`src/rtl/acoustivdy_pkg.sv`:
```
// acoustivdy_pkg
// Shared definitions for the vdy multiply-accumulate pipeline:
//   - prod_width / acc_width : derive the product (PW) and accumulator (AW) widths
//   - mac_beat_t             : one input beat (valid, accumulate controls, operands)
//   - stage_ok / shift_ok /
//     operands_ok            : parameter legality checks used at elaboration time
// Operands are carried at OP_MAX_W bits in mac_beat_t. The unsigned operand is
// zero-extended into that field and the signed operand is sign-extended.
package acoustivdy_pkg;

  localparam int OP_MAX_W = 32;

  typedef struct packed {
    logic                valid;
    logic                acc_en;
    logic                acc_first;
    logic [OP_MAX_W-1:0] op0;
    logic [OP_MAX_W-1:0] op1;
  } mac_beat_t;

  // The unsigned operand gains one zero bit so a signed multiply can be used.
  function automatic int prod_width(input int d0w, input int d1w);
    return d0w + d1w + 1;
  endfunction

  function automatic int acc_width(input int pw, input int guard);
    return pw + guard;
  endfunction

  function automatic bit stage_ok(input int num_stage);
    return num_stage >= 3;
  endfunction

  function automatic bit shift_ok(input int shift, input int pw);
    return (shift >= 0) && (shift < pw);
  endfunction

  function automatic bit operands_ok(input int d0w, input int d1w);
    return (d0w >= 1) && (d1w >= 2) && (d0w <= OP_MAX_W) && (d1w <= OP_MAX_W);
  endfunction

endpackage

```
`src/rtl/acoustivdy_round_sat.sv`:
```
// acoustivdy_round_sat
// Combinational output conversion for the accumulator value:
// round-to-nearest (half toward +inf), arithmetic right shift, then
// saturation (ACOUSTIVDY_SAT_EN defined) or two's-complement wrap.
// Ports:
//   acc_in : AW-bit signed accumulator value (acc_next)
//   dout   : DW-bit signed result
//   sat    : 1 when the result was clamped (constant 0 without ACOUSTIVDY_SAT_EN)
// Configuration macro: ACOUSTIVDY_SAT_EN
module acoustivdy_round_sat #(
  parameter int AW    = 28,
  parameter int SHIFT = 0,
  parameter int DW    = 15
) (
  input  logic [AW-1:0] acc_in,
  output logic [DW-1:0] dout,
  output logic          sat
);

  // One extra bit so the rounding increment can never overflow.
  localparam int RW = AW + 1;

  logic signed [RW-1:0] acc_ext;
  logic signed [RW-1:0] rounded;
  logic signed [RW-1:0] shifted;

  assign acc_ext = $signed({acc_in[AW-1], acc_in});

  generate
    if (SHIFT > 0) begin : g_round
      localparam logic [RW-1:0] HALF = RW'(1) << (SHIFT - 1);
      assign rounded = acc_ext + $signed(HALF);
    end else begin : g_no_round
      assign rounded = acc_ext;
    end
  endgenerate

  assign shifted = rounded >>> SHIFT;

  generate
    if (DW < RW) begin : g_narrow
`ifdef ACOUSTIVDY_SAT_EN
      // The value fits when every bit from DW-1 upward equals the sign bit.
      logic [RW-DW:0] hi_bits;
      logic           fits;
      assign hi_bits = shifted[RW-1:DW-1];
      assign fits    = (&hi_bits) | ~(|hi_bits);
      always_comb begin
        dout = shifted[DW-1:0];
        sat  = 1'b0;
        if (!fits) begin
          sat  = 1'b1;
          dout = shifted[RW-1] ? {1'b1, {(DW-1){1'b0}}} : {1'b0, {(DW-1){1'b1}}};
        end
      end
`else
      logic unused_hi;
      assign unused_hi = ^shifted[RW-1:DW];
      assign dout      = shifted[DW-1:0];
      assign sat       = 1'b0;
`endif
    end else begin : g_wide
      // Output is at least as wide as the shifted value: no overflow possible.
      assign dout = DW'(shifted);
      assign sat  = 1'b0;
    end
  endgenerate

endmodule

```
`src/rtl/acoustivdy_mac_pipe.sv`:
```
// acoustivdy_mac_pipe
// Pipelined unsigned x signed multiply-accumulate for the vdy datapath.
//   S1: register input beat      S2: PW-bit product, sign-extended to AW
//   S3: accumulate + round/shift + saturate/wrap, registered into dout/sat
//   S4..S_NUM_STAGE: plain delay registers (generate loop)
// Ports:
//   clk, reset (async, active-high), ce (0 freezes every register)
//   in_valid, din0 (unsigned), din1 (signed), acc_en, acc_first : input beat
//   out_valid, dout (signed), sat : result, NUM_STAGE ce=1 edges later
// Configuration macro: ACOUSTIVDY_SAT_EN (saturate instead of wrap).
module acoustivdy_mac_pipe
  import acoustivdy_pkg::*;
#(
  parameter int ID         = 1,
  parameter int NUM_STAGE  = 3,
  parameter int din0_WIDTH = 8,
  parameter int din1_WIDTH = 15,
  parameter int dout_WIDTH = 15,
  parameter int SHIFT      = 0,
  parameter int ACC_GUARD  = 4
) (
  input  logic                  clk,
  input  logic                  reset,
  input  logic                  ce,
  input  logic                  in_valid,
  input  logic [din0_WIDTH-1:0] din0,
  input  logic [din1_WIDTH-1:0] din1,
  input  logic                  acc_en,
  input  logic                  acc_first,
  output logic                  out_valid,
  output logic [dout_WIDTH-1:0] dout,
  output logic                  sat
);

  localparam int PW = prod_width(din0_WIDTH, din1_WIDTH);
  localparam int AW = acc_width(PW, ACC_GUARD);
  localparam int ND = NUM_STAGE - 3;  // number of plain delay stages after S3

  localparam int unused_id = ID;  // instance tag only

  generate
    if (!stage_ok(NUM_STAGE)) begin : g_err_stage
      $error("acoustivdy_mac_pipe: NUM_STAGE must be >= 3");
    end
    if (!shift_ok(SHIFT, PW)) begin : g_err_shift
      $error("acoustivdy_mac_pipe: SHIFT must be in 0..PW-1");
    end
    if (!operands_ok(din0_WIDTH, din1_WIDTH)) begin : g_err_ops
      $error("acoustivdy_mac_pipe: operand widths out of range");
    end
  endgenerate

  // ---------------- S1: input beat ----------------
  mac_beat_t s1_d, s1_q;

  always_comb begin
    s1_d           = '0;
    s1_d.valid     = in_valid;
    s1_d.acc_en    = acc_en;
    s1_d.acc_first = acc_first;
    s1_d.op0       = OP_MAX_W'(din0);
    s1_d.op1       = OP_MAX_W'($signed(din1));
  end

  always_ff @(posedge clk or posedge reset) begin
    if (reset) begin
      s1_q <= '0;
    end else if (ce) begin
      s1_q <= s1_d;
    end
  end

  // Bits above the configured operand widths are carried but never used.
  logic unused_op_bits;
  assign unused_op_bits = ^{s1_q.op0, s1_q.op1};

  // ---------------- S2: product ----------------
  logic signed [PW-1:0] a_ext, b_ext, prod_pw;
  logic                 s2_valid_d, s2_valid_q;
  logic                 s2_acc_en_d, s2_acc_en_q;
  logic                 s2_acc_first_d, s2_acc_first_q;
  logic [AW-1:0]        prod_d, prod_q;

  always_comb begin
    a_ext          = PW'(s1_q.op0[din0_WIDTH-1:0]);
    b_ext          = PW'($signed(s1_q.op1[din1_WIDTH-1:0]));
    prod_pw        = a_ext * b_ext;
    prod_d         = AW'(prod_pw);
    s2_valid_d     = s1_q.valid;
    s2_acc_en_d    = s1_q.acc_en;
    s2_acc_first_d = s1_q.acc_first;
  end

  always_ff @(posedge clk or posedge reset) begin
    if (reset) begin
      s2_valid_q     <= 1'b0;
      s2_acc_en_q    <= 1'b0;
      s2_acc_first_q <= 1'b0;
      prod_q         <= '0;
    end else if (ce) begin
      s2_valid_q     <= s2_valid_d;
      s2_acc_en_q    <= s2_acc_en_d;
      s2_acc_first_q <= s2_acc_first_d;
      prod_q         <= prod_d;
    end
  end

  // ---------------- S3: accumulate and convert ----------------
  // Index 0 of the stage arrays is the S3 result register; index ND is the output.
  logic                  stg_valid_q [0:ND];
  logic [dout_WIDTH-1:0] stg_dout_q  [0:ND];
  logic                  stg_sat_q   [0:ND];

  logic [AW-1:0]         acc_d, acc_q, acc_next;
  logic [dout_WIDTH-1:0] rs_dout;
  logic                  rs_sat;
  logic                  s3_valid_d, s3_sat_d;
  logic [dout_WIDTH-1:0] s3_dout_d;

  always_comb begin
    // Pass-through beats (acc_en=0) and first beats both start from the product.
    acc_next = prod_q;
    if (s2_acc_en_q && !s2_acc_first_q) begin
      acc_next = acc_q + prod_q;
    end
    acc_d = acc_q;
    if (s2_valid_q && s2_acc_en_q) begin
      acc_d = acc_next;
    end
  end

  acoustivdy_round_sat #(
    .AW    (AW),
    .SHIFT (SHIFT),
    .DW    (dout_WIDTH)
  ) u_round_sat (
    .acc_in (acc_next),
    .dout   (rs_dout),
    .sat    (rs_sat)
  );

  always_comb begin
    s3_valid_d = s2_valid_q;
    s3_sat_d   = s2_valid_q & rs_sat;
    s3_dout_d  = s2_valid_q ? rs_dout : stg_dout_q[0];
  end

  always_ff @(posedge clk or posedge reset) begin
    if (reset) begin
      acc_q          <= '0;
      stg_valid_q[0] <= 1'b0;
      stg_dout_q[0]  <= '0;
      stg_sat_q[0]   <= 1'b0;
    end else if (ce) begin
      acc_q          <= acc_d;
      stg_valid_q[0] <= s3_valid_d;
      stg_dout_q[0]  <= s3_dout_d;
      stg_sat_q[0]   <= s3_sat_d;
    end
  end

  // ---------------- S4..S_NUM_STAGE: delay stages ----------------
  // dout is copied unconditionally: stage 0 already holds the last valid result.
  genvar gi;
  generate
    for (gi = 1; gi <= ND; gi++) begin : g_dly
      logic                  valid_d, sat_d;
      logic [dout_WIDTH-1:0] dout_d;

      always_comb begin
        valid_d = stg_valid_q[gi-1];
        sat_d   = stg_sat_q[gi-1];
        dout_d  = stg_dout_q[gi-1];
      end

      always_ff @(posedge clk or posedge reset) begin
        if (reset) begin
          stg_valid_q[gi] <= 1'b0;
          stg_dout_q[gi]  <= '0;
          stg_sat_q[gi]   <= 1'b0;
        end else if (ce) begin
          stg_valid_q[gi] <= valid_d;
          stg_dout_q[gi]  <= dout_d;
          stg_sat_q[gi]   <= sat_d;
        end
      end
    end
  endgenerate

  assign out_valid = stg_valid_q[ND];
  assign dout      = stg_dout_q[ND];
  assign sat       = stg_sat_q[ND];

endmodule

```
`config.mk`:
```
export PLATFORM = sky130hd
export DESIGN_NAME = acoustivdy_mac_pipe
export DESIGN_NICKNAME = d
export VERILOG_FILES = /design/src/rtl/acoustivdy_pkg.sv /design/src/rtl/acoustivdy_round_sat.sv /design/src/rtl/acoustivdy_mac_pipe.sv
export SDC_FILE = /design/constraint.sdc
export NUM_CORES = 1
export LEC_CHECK = 0
export BUFFER_PORTS_ARGS = -buffer_cell sky130_fd_sc_hd__buf_2
export CAP_MARGIN = 25
export CELL_PAD_IN_SITES_DETAIL_PLACEMENT = 1
export CELL_PAD_IN_SITES_GLOBAL_PLACEMENT = 1
export CORE_MARGIN = 2
export CORE_UTILIZATION = 52
export CTS_CLUSTER_DIAMETER = 100
export DETAILED_ROUTE_END_ITERATION = 10
export HOLD_SLACK_MARGIN = 0.08
export PLACE_DENSITY_LB_ADDON = 0.1
export SYNTH_ARGS = -nofsm -noshare
export SYNTH_HDL_FRONTEND = slang
export SYNTH_SLANG_ARGS = --single-unit
export TNS_END_PERCENT = 10
```
`constraint.sdc`:
```
create_clock -name clk -period 8 [get_ports clk]
set_clock_uncertainty 0.1 [all_clocks]
set_input_delay 0.4 -clock clk [delete_from_list [all_inputs] [get_ports clk]]
set_output_delay 0.4 -clock clk [all_outputs]
set_load 0.02 [all_outputs]
```
==> qor.csv <==
metric,value,unit
place.gp.congestion,0.878,
ctsRootBufferMaster,clkbuf_16,
first_global_vias,4973,
muxShareOfSynthArea,7.64,%
cap_violations,0,
cp_top_family,adder cells,
ant_nets,0,
start_util,53.5,%
min_period,4810,ps
nets,794,
io_buffers,44,
drv_slew,0,
routedWlPerCell,17.2,um
area_delta_synth_final,11.5,%
antenna_found_initial,0,
io_pins,46,
diodes,0,
synth_common_cells,"inv_1, nand2_1, dfrtp_1, fa_1, ha_1",
synth_area,6110,um^2
cts_tree,yes,
crit_type,flop to flop,
multi_input_area,3810,um^2
synth_area_leaders,"dfrtp_1, fa_1, ha_1",
combPwrFrac,63.0,%
fmax,208,MHz
dieArea,12600,um^2
drc,0,
die_w,112,um
max-slew-margin-rel,40.7,%
synth.avg_cell_area,9.71,um^2
rsz0062_at_grt,false,
clkLatencyLatePin,350,ps
critPathSlowestCell,dfrtp_1,
post-synth-top-count-cell,inv_1,
synth_simple_gate_area_share,13.5,%
crit_buf_inv,3,
finalHoldViolations,0,
power_density,423,nW/um^2
p_sw,1270,uW
core.rowCount,39,
synth_xor_area_share,4.30,%
drt_wl_total,14000,um
post-cts-setup-buffer-count,0,
path_cells,nand2_1 -> fa_1 -> inv_1 -> ha_1 -> ha_1 -> inv_1 -> fa_1 -> inv_1 -> ha_1 -> fa_1 -> a21o_1 -> nand4_1 -> o21ai_0 -> o41ai_1 -> o21ai_0 -> xnor2_1 -> mux2i_1,
synth-seq-area-share,30.7,%
coreArea,11400,um^2
synth_async_sr_flop_share,100,%
grt_usage,24.6,%
min_path_type,primary input to flop,
syn_nets,756,
numCtsBuffers,9,
outcome,finished clean,
netlist.top_cell.by_area,dfrtp_1,
intPower,1610,uW
grt_pass1_wl,24300,um
synth.top_cell.area_share,30.7,%
slowest_delay,630,ps
die_height,112,um
required,8110,ps
grt_max_degree,76,
yosys.cell_types.count,44,
regArea,1880,um^2
drtIter0Drc,130,
drive_gt1_share,15.8,%
swShare,44.2,%
synth_top_family_by_area,adder cells,
vdd_drop_max,0.228,mV
ctsHtreeMaxLevel,3,
clock-sinks,75,
finalSetupViolations,0,
synth_flop_cell,dfrtp_1,
synth_cells,629,
synth_compound_area_share,10.1,%
power_leakage,0.00331,uW
postPlaceCellArea,6440,um^2
drt-pass1-iter-count,4,
cp-start-kind,flop,
clock_path_buffers,2,
final.setup.tns,0,ps
ys_ff_latch,75,
p_clk_share,15.5,%
fill_cells,1299,
arrival,4930,ps
overflow,0,
total_power,2880,uW
ys_warn_count,0,
worst_pin_slew,887,ps
end_kind,flop,
synth_edf_count,0,
path_max_fanout,15,
design_area,6810,um^2
synthAdderAreaFrac,26.8,%
vias,4401,
period_share,60.1,%
path_clk_slew,60,ps
dpl.hpwl,10700,um
seq_power_share,21.5,%
viasPerCell,5.40,
==> through the flow <==
step	utilization [%]	hold slack, ps	setup WS [ps]	std cells
global placement	56.4	357	3320	797
floorplan	-	353	3430	629
detailed placement	56.4	365	3280	797
CTS	59.3	167	3150	813
global route	59.6	178	2910	815
finish	59.6	172	3190	815
==> cell usage in the layout (no fill, tap or decap), types with 6 or more instances in the layout <==
| master | count |
|---|---|
| a21o_1 | 6 |
| nor2_1 | 22 |
| ha_1 | 43 |
| buf_2 | 44 |
| fa_1 | 55 |
| o21ai_0 | 38 |
| and2_1 | 42 |
| xnor2_1 | 24 |
| o21a_1 | 6 |
| nand2_1 | 82 |
| a31oi_1 | 7 |
| clkbuf_16 | 9 |
| inv_1 | 87 |
| a21oi_1 | 22 |
| xor2_1 | 6 |
| dfrtp_1 | 75 |
| mux2_2 | 37 |
==> path summary, 6_finish.rpt <==
path                                from    endpoint  slack, ps  depth (start not counted)
max in group asynchronous          reset     dout[1]       6670                          5
worst max-delay path            a_ext[1]  prod_q[14]       3190                         17
worst min-delay path             din1[2]    b_ext[2]        170                          2
worst min register to register   dout[8]     dout[8]        370                          2
worst max register to register  a_ext[1]  prod_q[14]       3190                         17
min in group asynchronous          reset    a_ext[4]        560                          4
==> per-layer routing <==
layer	vias up	wire, um	global-route usage (%)
met1	2206	5830	28.8
met4	0	347	8.70
li1	2117	-	-
met2	56	7490	44.8
met5	-	0	0
met3	22	362	4.86
==> power by group through the flow <==
| stage | Clock [uW] | Combinational [uW] | Sequential (uW) |
|---|---|---|---|
| floorplan | 0 | 1390 | 630 |
| global placement | 0 | 1700 | 619 |
| detailed placement | 0 | 1810 | 626 |
| CTS | 457 | 1840 | 621 |
| global route | 472 | 2070 | 641 |
| finish | 448 | 1810 | 620 |
==> cells by family after synthesis <==
logic type / after synthesis
flops: 75
mux: 42
compound gates: 99
xor+xnor: 30
other cells: 1
simple gates: 174
buf+inv: 110
fa+ha+maj: 98
==> state kept, by name, indices dropped and copies added, names as in the netlist <==
signal and flops:
b_ext 15, prod_q 15, acc_q 15, s2_valid_q 1
a_ext 8, s2_acc_first_q 1, s2_valid_d 1, dout 15
s2_acc_first_d 1, s2_acc_en_q 1, s2_acc_en_d 1, out_valid 1
==> cell type report <==
cell class / instances / area share [%]
Sequential cell: 75 / 27.6
Clock inverter: 6 / 1.31
Tap cell: 143 / 2.63
Timing Repair Buffer: 49 / 4.12
Inverter: 88 / 4.85
Clock buffer: 10 / 3.51
Multi-Input combinational cell: 444 / 56.0
==> what timing repair did <==
action | in CTS | in global routing
gates resized for setup | 0 | 0
hold buffers | 0 | 1
hold endpoints to repair | 0 | 27
No activity file was read; power rests on OpenSTA's default activity.
